===== config.mk =====
export PLATFORM = sky130hd
export DESIGN_NAME = instr_mem_pipe
export DESIGN_NICKNAME = d
export VERILOG_FILES = /design/src/rtl/instr_mem_pipe.sv
export SDC_FILE = /design/constraint.sdc
export NUM_CORES = 2
export LEC_CHECK = 0
export ABC_AREA = 1
export BUFFER_PORTS_ARGS = -buffer_cell sky130_fd_sc_hd__buf_2
export CELL_PAD_IN_SITES_DETAIL_PLACEMENT = 0
export CELL_PAD_IN_SITES_GLOBAL_PLACEMENT = 1
export CORE_ASPECT_RATIO = 2
export CORE_MARGIN = 2
export CORE_UTILIZATION = 35
export CTS_BUF_LIST = sky130_fd_sc_hd__clkbuf_4 sky130_fd_sc_hd__clkbuf_8
export CTS_CLUSTER_DIAMETER = 120
export DETAILED_ROUTE_END_ITERATION = 6
export GPL_ROUTABILITY_DRIVEN = 0
export GPL_TIMING_DRIVEN = 0
export PLACE_DENSITY_LB_ADDON = 0.1
export REMOVE_ABC_BUFFERS = 1
export SLEW_MARGIN = 20
export SYNTH_ARGS = -nofsm -noshare
export SYNTH_HDL_FRONTEND = slang
export SYNTH_SLANG_ARGS = --single-unit
export TNS_END_PERCENT = 100

===== constraint.sdc =====
create_clock -name clk -period 5.87 [get_ports clk]
set_clock_uncertainty 0.15 [all_clocks]
set_input_delay 1.174 -clock clk [delete_from_list [all_inputs] [get_ports clk]]
set_output_delay 1.174 -clock clk [all_outputs]
set_load 0.005 [all_outputs]

===== src/rtl/instr_mem_pipe.sv =====
// instr_mem_pipe: clocked instruction memory for the fetch stage.
// Byte-addressed by PC, valid/ready fetch port, RD_LAT-deep read pipe.
// Ports:
//   clk, reset      : clock, async active-high reset
//   req_valid/ready : fetch handshake, req_addr = byte PC
//   rsp_valid/ready : response handshake
//   rsp_instr/addr  : fetched word and the PC that produced it
//   rsp_fault       : bit0 misaligned, bit1 out of range
//   flush           : drop all in-flight responses
//   ld_en/addr/data : program-load write port
//   ld_err          : one-cycle pulse when a load is dropped
module instr_mem_pipe #(
  parameter int ADDR_W = 32,
  parameter int DATA_W = 32,
  parameter int DEPTH  = 64,
  parameter int RD_LAT = 1,
  parameter logic [DATA_W-1:0] NOP_WORD = '0
) (
  input  logic              clk,
  input  logic              reset,
  input  logic              req_valid,
  output logic              req_ready,
  input  logic [ADDR_W-1:0] req_addr,
  output logic              rsp_valid,
  input  logic              rsp_ready,
  output logic [DATA_W-1:0] rsp_instr,
  output logic [ADDR_W-1:0] rsp_addr,
  output logic [1:0]        rsp_fault,
  input  logic              flush,
  input  logic              ld_en,
  input  logic [ADDR_W-1:0] ld_addr,
  input  logic [DATA_W-1:0] ld_data,
  output logic              ld_err
);

  localparam int BYTES = DATA_W / 8;
  localparam int OFF_W = $clog2(BYTES);
  localparam int IDX_W = $clog2(DEPTH);
  localparam int HI    = OFF_W + IDX_W;
  localparam logic [ADDR_W-1:0] OFF_MASK =
    ADDR_W'(BYTES - 1);

  typedef struct packed {
    logic              v;
    logic [ADDR_W-1:0] a;
    logic [1:0]        f;
    logic [DATA_W-1:0] d;
  } stage_t;

  // bit0: low offset bits set; bit1: any bit
  // above the word index set (no aliasing)
  function automatic logic [1:0] addr_flt(
    input logic [ADDR_W-1:0] a
  );
    logic [1:0] r;
    r[0] = (a & OFF_MASK) != '0;
    r[1] = (a >> HI) != '0;
    return r;
  endfunction

  logic [DATA_W-1:0] mem [DEPTH];

  stage_t            st_q [RD_LAT];
  stage_t            st_in;
  logic [1:0]        req_flt;
  logic [1:0]        ld_flt;
  logic [IDX_W-1:0]  req_idx;
  logic [IDX_W-1:0]  ld_idx;
  logic [DATA_W-1:0] rd_word;
  logic              stall;
  logic              accept;
  logic              ld_err_q;

  assign req_flt = addr_flt(req_addr);
  assign ld_flt  = addr_flt(ld_addr);
  assign req_idx = req_addr[OFF_W +: IDX_W];
  assign ld_idx  = ld_addr[OFF_W +: IDX_W];

  assign rsp_valid = st_q[RD_LAT-1].v;
  assign rsp_addr  = st_q[RD_LAT-1].a;
  assign rsp_fault = st_q[RD_LAT-1].f;
  assign rsp_instr = st_q[RD_LAT-1].d;
  assign ld_err    = ld_err_q;

  assign stall     = rsp_valid && !rsp_ready;
  assign req_ready = !ld_en && !stall;
  assign accept    = req_valid && req_ready;

  // faulted fetches never touch the array
  assign rd_word = (req_flt != 2'b00)
                 ? NOP_WORD : mem[req_idx];

  always_comb begin
    st_in   = '0;
    st_in.v = accept;
    st_in.a = req_addr;
    st_in.f = req_flt;
    st_in.d = rd_word;
  end

  // contents survive reset by design
  always_ff @(posedge clk) begin
    if (ld_en && ld_flt == 2'b00)
      mem[ld_idx] <= ld_data;
  end

  // a request accepted alongside flush
  // enters stage 0 and survives
  always_ff @(posedge clk or posedge reset) begin
    if (reset) begin
      for (int i = 0; i < RD_LAT; i++)
        st_q[i] <= '0;
    end else if (!stall) begin
      st_q[0] <= st_in;
      for (int i = 1; i < RD_LAT; i++) begin
        st_q[i] <= st_q[i-1];
        if (flush) st_q[i].v <= 1'b0;
      end
    end else if (flush) begin
      for (int i = 0; i < RD_LAT; i++)
        st_q[i].v <= 1'b0;
    end
  end

  always_ff @(posedge clk or posedge reset) begin
    if (reset) ld_err_q <= 1'b0;
    else       ld_err_q <= ld_en && (ld_flt != 2'b00);
  end

endmodule


==> key figures <==
Run status
  – Status: completed

Die
  – DIE HEIGHT: around 700 um
  – Die width: 351 um
  – Full die area: 0.245 mm^2
  – Initial core utilization: 35.1%
  – Core ar.: 0.241 mm^2
  – Cell row count: 255
  – I/O pin count: around 170

Setup path
  – Worst r2r path cells: 9
  – Critical path's slowest cell: buf_16
  – Critical path required time: between 6 and 7 ns
  – Highest cell delay on the worst timing path: 0.49 ns
  – WS Path Type: in2reg
  – R2R setup slack: 2.84 ns
  – Worst r2r dst: rsp_instr[12]
  – R2r startpoint: rsp_valid
  – Worst Path Arrival: 6.35 ns
  – CP Launch Type: input pin
  – Crit. Startpoint: req_addr[2]
  – Crit Path Max Fanout: 148
  – Worst path most repeated cell: buf_16
  – Crit-path cells: buf_12, buf_16, buf_16, buf_16, buf_16, inv_16, buf_16, buf_16, buf_16, buf_16, nand2_1, nand3_1, nand3_1, nand3_1, nand3_1, nand3_1, nand3_1, nand2_1
  – CP Capture Type: flop

STA
  – Min Clock Period, post-route: ~5.7 ns
  – Max-slew violations: 0
  – Setup slack after layout: 0.202 ns
  – Final-report setup violation count: 0
  – Final hold vios: 0
  – Tcrit/Tclk final: a little over nine tenths
  – Max Freq: roughly 0.18 GHz
  – RSZ-0062 raised after global routing: false
  – Slew HR: 25.4%
  – Slew @ Worst Pin: 1.12 ns

Route
  – Average wire per standard cell: 27.7 um
  – 1st-pass router iterations: 7
  – DRC: 0
  – Final WL: just under 300 mm
  – Iteration-0 DRC Markers: 4787
  – Via count: 55612
  – Via-per-instance ratio: 5.23
  – Number of routed nets with antenna violations: 0

Power
  – Pwr per Cell Area: ~300 mW/mm^2
  – Leakage power: 34.9 nW
  – Overall Power: between 30 and 40 mW
  – Worst vdd ir: ~0.16 mV

Clock tree
  – CTS Buf Count: 316
  – Clock Sinks: 2116
  – Post-CTS setup buffer count: 0
  – Clock Latency Late Sink: 0.98 ns
  – Clock H-tree levels: 5
  – Root buf cell: clkbuf_8
  – Clock slew at reported path FFs: around 0.070 ns
  – Max Root-Sink Buffers: 4
  – CTS tree: yes

Finish
  – Nets@finish: 7287
  – Non-Filler Instances: roughly 11000
  – Fraction of layout cells with a size suffix above 1: 12.9%
  – Storage element area: 0.0632 mm^2
  – Area Overhead vs Synth: 17.8%
  – Multi-input logic area: 0.0194 mm^2
  – Fillers: about 22000
  – Design area: around 0.1 mm^2

Synthesis
  – Total number of yosys warnings: 0
  – Count leader, synth: nand2_1
  – Most used DFF post-synth: edfxtp_1
  – Synth Instances: 6927
  – Mapped cell area: 0.0844 mm^2
  – Share of synthesized registers carrying an async set or reset: 3.21%
  – Flops & latches, synth: 2116
  – Seq/Total Area, Yosys: 74.9%
  – Most area-consuming cells after synthesis: edfxtp_1 73%, nand3_1 12%, nand2_1 9.8%, dfrtp_1 2.0%, buf_2 1.7%
  – Commonest cells post-synth: 2203 x nand2_1, 2048 x edfxtp_1, 2025 x nand3_1, 282 x buf_2, 97 x clkbuf_1
  – Post-synth cell types: 21
  – Share of the synthesized area in the top cell type: 72.8%
  – EDFF count, synth: 2048
  – Avg Cell Area, Syn: roughly 12 um^2
  – Leading area contributor after synthesis: edfxtp_1

Placement
  – Placed Cells: 10073
  – HPWL after DPL: 174 mm
  – Post-DP Area: around 0.093 mm^2
  – Place WS: -1.29 ns
  – Buffers on Ports: 170

GRT
  – Largest net degree at the start of global routing: 154
  – Overflow after GRT: 0
  – Global-route wire length before repair: 411 mm
  – Initial antenna violation count: 14
  – Global Route Usage Sum: between 20% and 30%
  – Number of global-route vias before repair: approximately 54000

Worst hold path
  – Min-delay src: req_addr[21]
  – HP Class: in2reg
  – Worst Hold Path EP: rsp_addr[21]
  – Worst hold path depth: 3

Run
  – Max_cap viols: 0
==> metal layers <==
| metal | wire [um] | GRT usage (%) |
|---|---|---|
| met4 | 11300 | 8.62 |
| met2 | 152000 | 41.8 |
| met1 | 117000 | 29.2 |
| met5 | 72 | 0 |
| met3 | 14000 | 3.20 |
==> stage by stage <==
stage | util, % | hold slack [ns] | setup TNS (ns)
floorplan | - | 0.322 | -33.78
global placement | 36.2 | 0.310 | -6847.72
detailed placement | 38.7 | 0.310 | -25.62
CTS | 41.3 | 0.154 | 0
global route | 41.3 | 0.211 | 0
finish | 41.3 | 0.254 | 0
==> state kept, by name, summed over array words and instances, names as in the netlist <==
name,flops
mem,2048
rsp_addr,32
rsp_instr,32
rsp_fault,2
ld_err,1
rsp_valid,1
==> area by class of cell <==
class	count	area share [%]
well taps	3212	4.04
flip-flops and latches	2116	63.5
repair buffers	400	6.73
clock buffers	447	5.54
multi-input cells	4334	19.5
diodes	5	0.0126
inverters	17	0.116
clock inverters	98	0.541
==> layout by cell type, fill, tap and decap left out <==
| cell | n |
|---|---|
| and2_0 | 2 |
| buf_12 | 81 |
| buf_16 | 144 |
| buf_2 | 135 |
| buf_4 | 30 |
| buf_6 | 1 |
| buf_8 | 3 |
| bufbuf_16 | 2 |
| bufinv_16 | 4 |
| clkbuf_16 | 3 |
| clkbuf_4 | 102 |
| clkbuf_8 | 345 |
| clkinv_1 | 60 |
| clkinv_2 | 25 |
| clkinv_4 | 1 |
| clkinvlp_4 | 9 |
| dfrtp_1 | 68 |
| diode_2 | 5 |
| dlygate4sd3_1 | 1 |
| edfxtp_1 | 2048 |
| inv_1 | 10 |
| inv_16 | 1 |
| inv_4 | 1 |
| inv_6 | 1 |
| inv_8 | 3 |
| nand2_1 | 2203 |
| nand3_1 | 2024 |
| nand3_2 | 1 |
| nand3b_1 | 1 |
| nand4_1 | 9 |
| nor2_1 | 7 |
| nor2_2 | 1 |
| nor2_4 | 66 |
| nor4_1 | 12 |
| o21a_1 | 1 |
| o21ai_0 | 7 |
==> cell families (layout without fill, tap and decap cells) <==
kind of cell	Yosys count	count (layout)	synth area share, %
compound gates	8	8	0.0504
buf+inv	477	962	2.78
flops	2116	2116	74.9
other cells	0	5	0
simple gates	4326	4326	22.3
==> power breakdown <==
group	internal [mW]	switching [mW]	total, mW	leakage (nW)
logic	0.476	1.32	1.80	12.4
registers	16.6	0.0100	16.6	19.3
clock network	6.20	5.81	12.0	3.20
total	23.3	7.14	30.4	34.9
==> what timing repair did <==
| item | 4_1_cts | 5_1_grt |
|---|---|---|
| pin swaps | 0 | 0 |
| gates cloned | 2 | 3 |
| endpoints found under the setup margin | 10 | 14 |
| resized for setup | 1 | 0 |
| endpoints found under the hold margin | 20 | 0 |
| hold buffers | 1 | 0 |
==> critical path, delay by kind of cell <==
kind,cells,cell delay (ns)
buffers and inverters,10,3.19
and+or+nand+nor,8,1.11
==> worst max-delay path by stage <==
| stage | endpoint | cells past startpoint |
|---|---|---|
| after floorplan | rsp_instr[15] | 9 |
| after global routing | rsp_instr[3] | 18 |
| after global placement | rsp_instr[7] | 10 |
| final | rsp_instr[3] | 18 |
| after CTS | rsp_instr[16] | 18 |
| after detailed placement | rsp_instr[7] | 18 |
Note: power is estimated with default switching activity, not from simulation.
